--- src/rtl/serial_uart_bridge.sv ---
// rtl/serial_uart_bridge.sv - UART bridge: TX FIFO plus serialiser, RX deserialiser with one-byte holding register
// Define SERIAL_PARITY_EN for an even parity bit in both directions (11-bit frames).
module serial_uart_bridge #(
  parameter int CLKS_PER_BIT = 868,
  parameter int TX_DEPTH     = 4
) (
  input  logic       clock,
  input  logic       reset,
  input  logic [7:0] serial_in,
  input  logic       serial_wren_in,
  output logic       serial_ready_out,
  output logic [7:0] serial_out,
  output logic       serial_valid_out,
  input  logic       serial_rden_in,
  output logic       uart_txd,
  input  logic       uart_rxd,
  output logic       rx_overrun,
  output logic       rx_error
);
  localparam int CW = $clog2(CLKS_PER_BIT);
  localparam int AW = $clog2(TX_DEPTH);
  localparam logic [CW-1:0] BIT_LAST  = CW'(CLKS_PER_BIT - 1);
  localparam logic [CW-1:0] HALF_LAST = CW'(CLKS_PER_BIT / 2 - 1);
  localparam logic [AW:0]   FULL      = (AW+1)'(TX_DEPTH);

  typedef enum logic [2:0] {TX_IDLE, TX_START, TX_DATA, TX_PARITY, TX_STOP} tx_state_t;
  typedef enum logic [2:0] {RX_IDLE, RX_START, RX_DATA, RX_PARITY, RX_STOP, RX_WAIT_HIGH} rx_state_t;

  logic [7:0]    fifo_mem [TX_DEPTH];
  logic [AW-1:0] wr_ptr, rd_ptr;
  logic [AW:0]   fifo_count;
  logic          push, pop;
  logic [7:0]    fifo_head;

  tx_state_t     tx_state;
  logic [CW-1:0] tx_cnt;
  logic [2:0]    tx_bit;
  logic [7:0]    tx_shift;
`ifdef SERIAL_PARITY_EN
  logic          tx_par;
`endif

  rx_state_t     rx_state;
  logic          rx_meta, rx_sync;
  logic [CW-1:0] rx_cnt;
  logic [2:0]    rx_bit;
  logic [7:0]    rx_shift;
  logic          rx_par_bad;
  logic          deliver;

  assign serial_ready_out = (fifo_count != FULL);
  assign push      = serial_wren_in && serial_ready_out;
  assign fifo_head = fifo_mem[rd_ptr];
  // The TX engine pops from idle, or at the end of a stop bit to chain frames gap-free.
  assign pop = (fifo_count != '0) &&
               ((tx_state == TX_IDLE) || (tx_state == TX_STOP && tx_cnt == BIT_LAST));

  always_ff @(posedge clock) begin
    if (push) fifo_mem[wr_ptr] <= serial_in;
  end

  always_ff @(posedge clock or posedge reset) begin
    if (reset) begin
      wr_ptr     <= '0;
      rd_ptr     <= '0;
      fifo_count <= '0;
    end else begin
      if (push) wr_ptr <= wr_ptr + 1'b1;
      if (pop)  rd_ptr <= rd_ptr + 1'b1;
      if (push && !pop)      fifo_count <= fifo_count + 1'b1;
      else if (pop && !push) fifo_count <= fifo_count - 1'b1;
    end
  end

  always_ff @(posedge clock or posedge reset) begin
    if (reset) begin
      tx_state <= TX_IDLE;
      tx_cnt   <= '0;
      tx_bit   <= '0;
      tx_shift <= '0;
      uart_txd <= 1'b1;
`ifdef SERIAL_PARITY_EN
      tx_par   <= 1'b0;
`endif
    end else if (pop) begin
      tx_shift <= fifo_head;
`ifdef SERIAL_PARITY_EN
      tx_par   <= ^fifo_head;
`endif
      tx_cnt   <= '0;
      uart_txd <= 1'b0;
      tx_state <= TX_START;
    end else begin
      if (tx_state != TX_IDLE) tx_cnt <= (tx_cnt == BIT_LAST) ? '0 : tx_cnt + 1'b1;
      case (tx_state)
        TX_IDLE: ;
        TX_START: if (tx_cnt == BIT_LAST) begin
          uart_txd <= tx_shift[0];
          tx_shift <= tx_shift >> 1;
          tx_bit   <= '0;
          tx_state <= TX_DATA;
        end
        TX_DATA: if (tx_cnt == BIT_LAST) begin
          if (tx_bit == 3'd7) begin
`ifdef SERIAL_PARITY_EN
            uart_txd <= tx_par;
            tx_state <= TX_PARITY;
`else
            uart_txd <= 1'b1;
            tx_state <= TX_STOP;
`endif
          end else begin
            uart_txd <= tx_shift[0];
            tx_shift <= tx_shift >> 1;
            tx_bit   <= tx_bit + 1'b1;
          end
        end
        TX_PARITY: if (tx_cnt == BIT_LAST) begin
          uart_txd <= 1'b1;
          tx_state <= TX_STOP;
        end
        TX_STOP: if (tx_cnt == BIT_LAST) tx_state <= TX_IDLE;
        default: tx_state <= TX_IDLE;
      endcase
    end
  end

  always_ff @(posedge clock or posedge reset) begin
    if (reset) begin
      rx_meta    <= 1'b1;
      rx_sync    <= 1'b1;
      rx_state   <= RX_IDLE;
      rx_cnt     <= '0;
      rx_bit     <= '0;
      rx_shift   <= '0;
      rx_par_bad <= 1'b0;
      rx_error   <= 1'b0;
    end else begin
      rx_meta <= uart_rxd;
      rx_sync <= rx_meta;
      case (rx_state)
        RX_IDLE: if (!rx_sync) begin
          rx_cnt     <= '0;
          rx_par_bad <= 1'b0;
          rx_state   <= RX_START;
        end
        // Half a bit into the start bit: a high line means it was only a glitch.
        RX_START: if (rx_cnt == HALF_LAST) begin
          rx_cnt   <= '0;
          rx_bit   <= '0;
          rx_state <= rx_sync ? RX_IDLE : RX_DATA;
        end else rx_cnt <= rx_cnt + 1'b1;
        RX_DATA: if (rx_cnt == BIT_LAST) begin
          rx_cnt   <= '0;
          rx_shift <= {rx_sync, rx_shift[7:1]};
          rx_bit   <= rx_bit + 1'b1;
`ifdef SERIAL_PARITY_EN
          if (rx_bit == 3'd7) rx_state <= RX_PARITY;
`else
          if (rx_bit == 3'd7) rx_state <= RX_STOP;
`endif
        end else rx_cnt <= rx_cnt + 1'b1;
        RX_PARITY: if (rx_cnt == BIT_LAST) begin
          rx_cnt <= '0;
          if (rx_sync != ^rx_shift) begin
            rx_par_bad <= 1'b1;
            rx_error   <= 1'b1;
          end
          rx_state <= RX_STOP;
        end else rx_cnt <= rx_cnt + 1'b1;
        RX_STOP: if (rx_cnt == BIT_LAST) begin
          rx_cnt <= '0;
          if (rx_sync) rx_state <= RX_IDLE;
          else begin
            rx_error <= 1'b1;
            rx_state <= RX_WAIT_HIGH;
          end
        end else rx_cnt <= rx_cnt + 1'b1;
        RX_WAIT_HIGH: if (rx_sync) rx_state <= RX_IDLE;
        default: rx_state <= RX_IDLE;
      endcase
    end
  end

  assign deliver = (rx_state == RX_STOP) && (rx_cnt == BIT_LAST) && rx_sync && !rx_par_bad;

  always_ff @(posedge clock or posedge reset) begin
    if (reset) begin
      serial_out       <= '0;
      serial_valid_out <= 1'b0;
      rx_overrun       <= 1'b0;
    end else if (deliver) begin
      // A coincident read frees the holding register for the new byte.
      if (!serial_valid_out || serial_rden_in) begin
        serial_out       <= rx_shift;
        serial_valid_out <= 1'b1;
      end else rx_overrun <= 1'b1;
    end else if (serial_rden_in) begin
      serial_valid_out <= 1'b0;
    end
  end
endmodule

--- config.mk ---
export PLATFORM = sky130hd
export DESIGN_NAME = serial_uart_bridge
export DESIGN_NICKNAME = d
export VERILOG_FILES = /design/src/rtl/serial_uart_bridge.sv
export SDC_FILE = /design/constraint.sdc
export NUM_CORES = 1
export LEC_CHECK = 0
export ABC_AREA = 0
export CAP_MARGIN = 40
export CORE_UTILIZATION = 42
export CTS_CLUSTER_SIZE = 28
export DETAILED_ROUTE_END_ITERATION = 8
export PLACE_DENSITY = 0.73
export SLEW_MARGIN = 0
export SYNTH_ARGS = -nofsm -noshare
export SYNTH_HDL_FRONTEND = slang
export SYNTH_SLANG_ARGS = --single-unit
--- constraint.sdc ---
create_clock -name clock -period 2.7 [get_ports clock]
set_clock_uncertainty 0.1 [all_clocks]
set_input_delay 0.54 -clock clock [delete_from_list [all_inputs] [get_ports clock]]
set_output_delay 0.54 -clock clock [all_outputs]
set_load 0.1 [all_outputs]
==> impl_metrics.env, run 1 <==
export IMPL_status="finished clean"
export IMPL_drtIter0Drc=144
export IMPL_drt_wl_total_um=8612
export IMPL_final_common_cell="dfrtp_1"
export IMPL_cts_max_level=3
export IMPL_yosysSeqAreaShare_pct=56.21
export IMPL_place_ws_ps=107.8
export IMPL_peakVddDrop_mv=0.6771
export IMPL_core_area_um2=11030
export IMPL_synth_xor_area_share_pct=3.185
export IMPL_timing_rr_start="tx_cnt[0]"
export IMPL_grt_usage_pct=16.30
export IMPL_die_x_um=109.3
export IMPL_cts_hold_buffers_added=0
export IMPL_ant_nets=0
export IMPL_fillCellCount=932
export IMPL_drcViolationCount=0
export IMPL_post_route_period_util_pct=96.22
export IMPL_dp_hpwl_um=5968
export IMPL_synth_cell_type_count=62
export IMPL_crit_required_ps=2850
export IMPL_grt_pass1_wl_um=14750
export IMPL_path_clk_slew_ps=80
export IMPL_ios=26
export IMPL_hp_start="rx_meta"
export IMPL_clk_latency_ps=360
export IMPL_p_leak_nw=2.330
export IMPL_synth_area_um2=4832
export IMPL_critPathArrivalTime_ps=2740
export IMPL_nNetsFinal=451
export IMPL_drt_pass1_iter_count=4
export IMPL_hold_ws_ps=256.5
export IMPL_synth_fa_ha_area_share_pct=3.521
export IMPL_end_kind="flip-flop"
export IMPL_wl_per_cell_um=15.11
export IMPL_initial_core_util_pct=43.81
export IMPL_cts_root_buf="clkbuf_16"
export IMPL_worstSetupPathType="flip-flop to flip-flop"
export IMPL_ctsResizeCount=0
export IMPL_fmax_mhz=384.9
export IMPL_overflow=0
export IMPL_layout_setup_ws_ps=102.0
export IMPL_min_path_type="flip-flop to flip-flop"
export IMPL_async_flop_share_pct=68.63
export IMPL_cp_max_fo=4
export IMPL_diodes=0
export IMPL_postSynthRegisterBits=102
export IMPL_vias_per_cell=5.486
export IMPL_period_needed_ps=2598
export IMPL_finalSetupViolations=0
export IMPL_cts_tree="yes"
export IMPL_grt_max_degree=52
export IMPL_clockBufferDepth=2
export IMPL_hold_violations=0
export IMPL_port_buffers=25
export IMPL_cts_setup_buffers=0
export IMPL_muxShareOfSynthArea_pct=8.778
export IMPL_ys_flop_type="dfrtp_1"
export IMPL_worst_slew_pin_slew_ps=606.1
export IMPL_fin_cells=570
export IMPL_clkSinkCount=102
export IMPL_layout_common_cells="dfrtp_1 (67), edfxtp_1 (32), o21ai_0 (27)"
export IMPL_avgSynthCellArea_um2=12.33
export IMPL_slew_limit_headroom_pct=59.60
export IMPL_area_growth_pct=15.43
export IMPL_synthCells=392
export IMPL_die_h_um=109.3
export IMPL_gp_congestion=0.8099
export IMPL_grt_pass1_vias=3115
export IMPL_final_setup_tns_ps=0
export IMPL_rsz0062_at_grt="no"
export IMPL_synth_top_family_by_area="simple AND/OR/NAND/NOR gates"
export IMPL_vias=3127
export IMPL_start_kind="flip-flop"
export IMPL_ys_warn_count=0
export IMPL_dp_cells=554
export IMPL_drive_above_1_share_pct=20.47
export IMPL_power_density_nw_per_um2=632.2
export IMPL_antenna_found_initial=0
export IMPL_dieArea_um2=11940
export IMPL_numCtsBuffers=9
export IMPL_synth_simple_area_share_pct=12.89
export IMPL_startpoint="tx_cnt[0]"
export IMPL_cap_violations=0
export IMPL_synth_edf_count=32
export IMPL_rows=38
export IMPL_synth_compound_area_share_pct=11.73
export IMPL_syn_nets=418
export IMPL_maxSlewViolCount=0
metrics by stage:
step                area [um^2]  power, W  util [%]
floorplan                  4841  0.002106         -
global placement           5264  0.002201     47.72
detailed placement         5264  0.002235     47.72
CTS                        5578  0.003580     50.57
global route               5578  0.003670     50.57
finish                     5578  0.003526     50.57
synthesized netlist by cell type (all sizes together), types with 9 or more instances:
library cell,number,area [um^2]
nor2,14,52.55
nand3,13,65.06
clkbuf,12,45.04
a21oi,12,60.06
dfrtp,67,1677
o21ai,27,135.1
xnor2,9,78.83
inv,27,101.4
nand2,21,78.83
ha,12,150.1
edfxtp,32,960.9
mux2,19,214.0
flip-flops by register name (all words and copies together) (netlist names):
name / cells
rx_meta: 1
serial_out: 8
uart_txd: 1
rx_cnt: 10
fifo_count: 3
rx_sync: 1
fifo_mem: 32
tx_bit: 3
tx_state: 3
rx_error: 1
rx_state: 3
rx_shift: 8
rd_ptr: 2
serial_valid_out: 1
rx_overrun: 1
rx_bit: 3
rx_par_bad: 1
wr_ptr: 2
tx_shift: 8
tx_cnt: 10
power by group:
group | total [W] | internal [W] | leakage (nW) | switching [W]
Combinational | 0.000387 | 0.000152 | 0.981 | 0.000235
Sequential | 0.00181 | 0.00175 | 1.20 | 0.0000653
Clock | 0.00133 | 0.000673 | 0.153 | 0.000655
worst max-delay path, cell delays in order, from the launching register on:
cell	delay (ps)
dfrtp_1	380
ha_2	210
nand4b_1	150
o41a_1	360
or2_2	330
ha_1	210
inv_1	70
fa_1	400
mux2_2	270
final cells by class:
type                            instances  area (um^2)  share of cell area, %
Tap cell                              140        175.2                  3.140
Sequential cell                       102         2716                  48.70
Timing Repair Buffer                   38        327.8                  5.877
Clock buffer                            9        225.2                  4.038
Multi-Input combinational cell        247         1943                  34.84
Inverter                               27        101.3                  1.817
Clock inverter                          7        88.84                  1.593
metal layers:
layer	global-route usage [%]	part of all wire [%]	vias up	wire length, um
li1	-	-	1520	-
met1	20.51	46	1554	3984
met2	26.64	49	47	4242
met3	5.021	3.2	6	279
met4	5.619	1.2	0	105
met5	0	0	-	0
worst paths after layout:
| path | to | slack [ps] | cells past startpoint |
|---|---|---|---|
| min reg2reg | rx_sync | 260 | 0 |
| max in group asynchronous | uart_txd | 1420 | 3 |
| min in group asynchronous | serial_valid_out | 410 | 2 |
| max | fifo_count[1] | 100 | 8 |
| min | rx_sync | 260 | 0 |
| max reg2reg | fifo_count[1] | 100 | 8 |
kinds of logic (layout without fill, tap and decap cells):
| kind of cell | count (synthesis) | in the layout |
|---|---|---|
| adders and majority gates | 13 | 13 |
| and+or+nand+nor | 108 | 108 |
| DFF | 102 | 102 |
| buffers and inverters | 43 | 81 |
| AOI/OAI and AO/OA | 80 | 80 |
| muxes | 30 | 30 |
| xor gates and xnor gates | 16 | 16 |
No activity file was read; power rests on OpenSTA's default activity.
==> inputs of run 2 (changes only) <==
- SKIP_LAST_GASP: not set -> 1
==> results of run 2 <==
Same layout as run 1: the final DEF is identical, and so are final timing and power.
==> inputs of run 3 (changes only) <==
- SETUP_SLACK_MARGIN: not set -> 0.02
==> run 3 against run 2 <==
  * Setup slack improved by 25 ps
  * Flip-flop and latch count did not move
  * Combinational power barely moved
==> impl_metrics.env, run 3 (same netlist as run 1, synthesis figures left out) <==
export IMPL_status="finished clean"
export IMPL_initial_core_util_pct=43.81
export IMPL_cts_root_buf="clkbuf_16"
export IMPL_worst_slew_pin_slew_ps=603.4
export IMPL_p_leak_nw=2.330
export IMPL_final_cell_area_um2=5588
export IMPL_crit_family="adder cells"
export IMPL_place_ws_ps=107.8
export IMPL_end_kind="flip-flop"
export IMPL_hold_violations=0
export IMPL_drt_pass1_iter_count=4
export IMPL_drive_above_1_share_pct=20.47
export IMPL_crit_required_ps=2850
export IMPL_final_common_cell="dfrtp_1"
export IMPL_antenna_found_initial=0
export IMPL_cts_hold_buffers_added=0
export IMPL_power_density_nw_per_um2=630.3
export IMPL_vias=3121
export IMPL_nNetsFinal=451
export IMPL_largest_reg_flops=32
export IMPL_regMostFlops="fifo_mem"
export IMPL_diodes=0
export IMPL_fillCellCount=934
export IMPL_drcViolationCount=0
export IMPL_gp_congestion=0.8099
export IMPL_ios=26
export IMPL_cpPeakStageDelay_ps=420
export IMPL_cap_violations=0
export IMPL_reg_top3="fifo_mem x32, rx_cnt x10, tx_cnt x10"
export IMPL_peakVddDrop_mv=0.6760
export IMPL_cts_tree="yes"
export IMPL_wl_per_cell_um=15.17
export IMPL_cpMaxStageDelayCell="dfrtp_1"
export IMPL_rows=38
export IMPL_path_clk_slew_ps=80
export IMPL_min_path_type="flip-flop to flip-flop"
export IMPL_maxSlewViolCount=0
export IMPL_grt_max_degree=52
export IMPL_dp_hpwl_um=5968
export IMPL_ctsResizeCount=0
export IMPL_grt_pass1_vias=3115
export IMPL_placed_cell_area_um2=5264
export IMPL_drt_wl_total_um=8649
export IMPL_slew_limit_headroom_pct=59.78
export IMPL_drtIter0Drc=126
export IMPL_layout_setup_ws_ps=127.1
export IMPL_cts_setup_buffers=0
export IMPL_finalSetupViolations=0
export IMPL_port_buffers=25
export IMPL_clockBufferDepth=2
export IMPL_rsz0062_at_grt="no"
export IMPL_post_route_period_util_pct=95.29
export IMPL_vias_per_cell=5.475
export IMPL_layout_common_cells="dfrtp_1 (67), edfxtp_1 (32), o21ai_0 (27)"
export IMPL_fmax_mhz=388.7
export IMPL_core_area_um2=11030
export IMPL_critPathArrivalTime_ps=2720
export IMPL_area_growth_pct=15.64
export IMPL_final_setup_tns_ps=0
export IMPL_grt_pass1_wl_um=14750
export IMPL_dieArea_um2=11940
export IMPL_start_kind="flip-flop"
export IMPL_timing_critical_path_buf_inv=1
export IMPL_clk_latency_ps=350
export IMPL_die_h_um=109.3
export IMPL_ant_nets=0
export IMPL_period_needed_ps=2573
export IMPL_path_cells="ha_4 > nand4b_1 > o41a_1 > or2_2 > ha_1 > inv_1 > fa_1 > mux2_2"
export IMPL_cts_max_level=3
export IMPL_die_x_um=109.3
export IMPL_grt_usage_pct=16.30
export IMPL_overflow=0
export IMPL_cp_max_fo=4
export IMPL_numCtsBuffers=9
export IMPL_clkSinkCount=102
export IMPL_reg2reg_slack_ps=130
export IMPL_worstSetupPathType="flip-flop to flip-flop"
-- run 3: cell count changes in the layout (fill, tap and decap cells not counted) --
cell and delta:
ha_4 +1, ha_2 -1
-- run 3: area by class of cell --
type,count,area [um^2],area share [%]
clock buffer,9,225.2,4.030
clock inverter,7,88.84,1.590
inverter,27,101.3,1.814
multi-input combinational,247,1953,34.95
sequential,102,2716,48.61
tap,140,175.2,3.135
timing repair buffer,38,327.8,5.867
-- run 3: worst paths after layout --
kind	to	depth (start not counted)	startpoint
min in group asynchronous	serial_valid_out	2	reset
max in group asynchronous	uart_txd	3	reset
setup / recovery	fifo_count[1]	8	tx_cnt[0]
hold / removal	rx_sync	0	rx_meta
setup reg to reg	fifo_count[1]	8	tx_cnt[0]
hold reg to reg	rx_sync	0	rx_meta
-- run 3: through the flow --
step	cells	hold slack (ps)	power (W)	util (%)
2_1_floorplan	392	245.2	0.002106	-
3_5_place_dp	554	250.7	0.002235	47.72
6_report	570	256.5	0.003522	50.66
5_1_grt	570	258.7	0.003670	50.66
3_3_place_gp	554	247.0	0.002201	47.72
4_1_cts	570	257.6	0.003580	50.57
-- run 3: where the power goes --
group          internal (W)  leakage (nW)  total (W)  switching (W)
clock network      0.000673         0.153    0.00132       0.000651
registers           0.00175          1.20    0.00181      0.0000658
logic              0.000152         0.981   0.000387       0.000235
total               0.00257          2.33    0.00352       0.000952
-- run 3: metal layers --
metal	track usage [%]	vias up	wire length, um
met3	5.021	2	213
met5	0	-	0
met1	20.51	1557	4042
met4	5.619	0	43
met2	26.64	38	4351
li1	-	1524	-
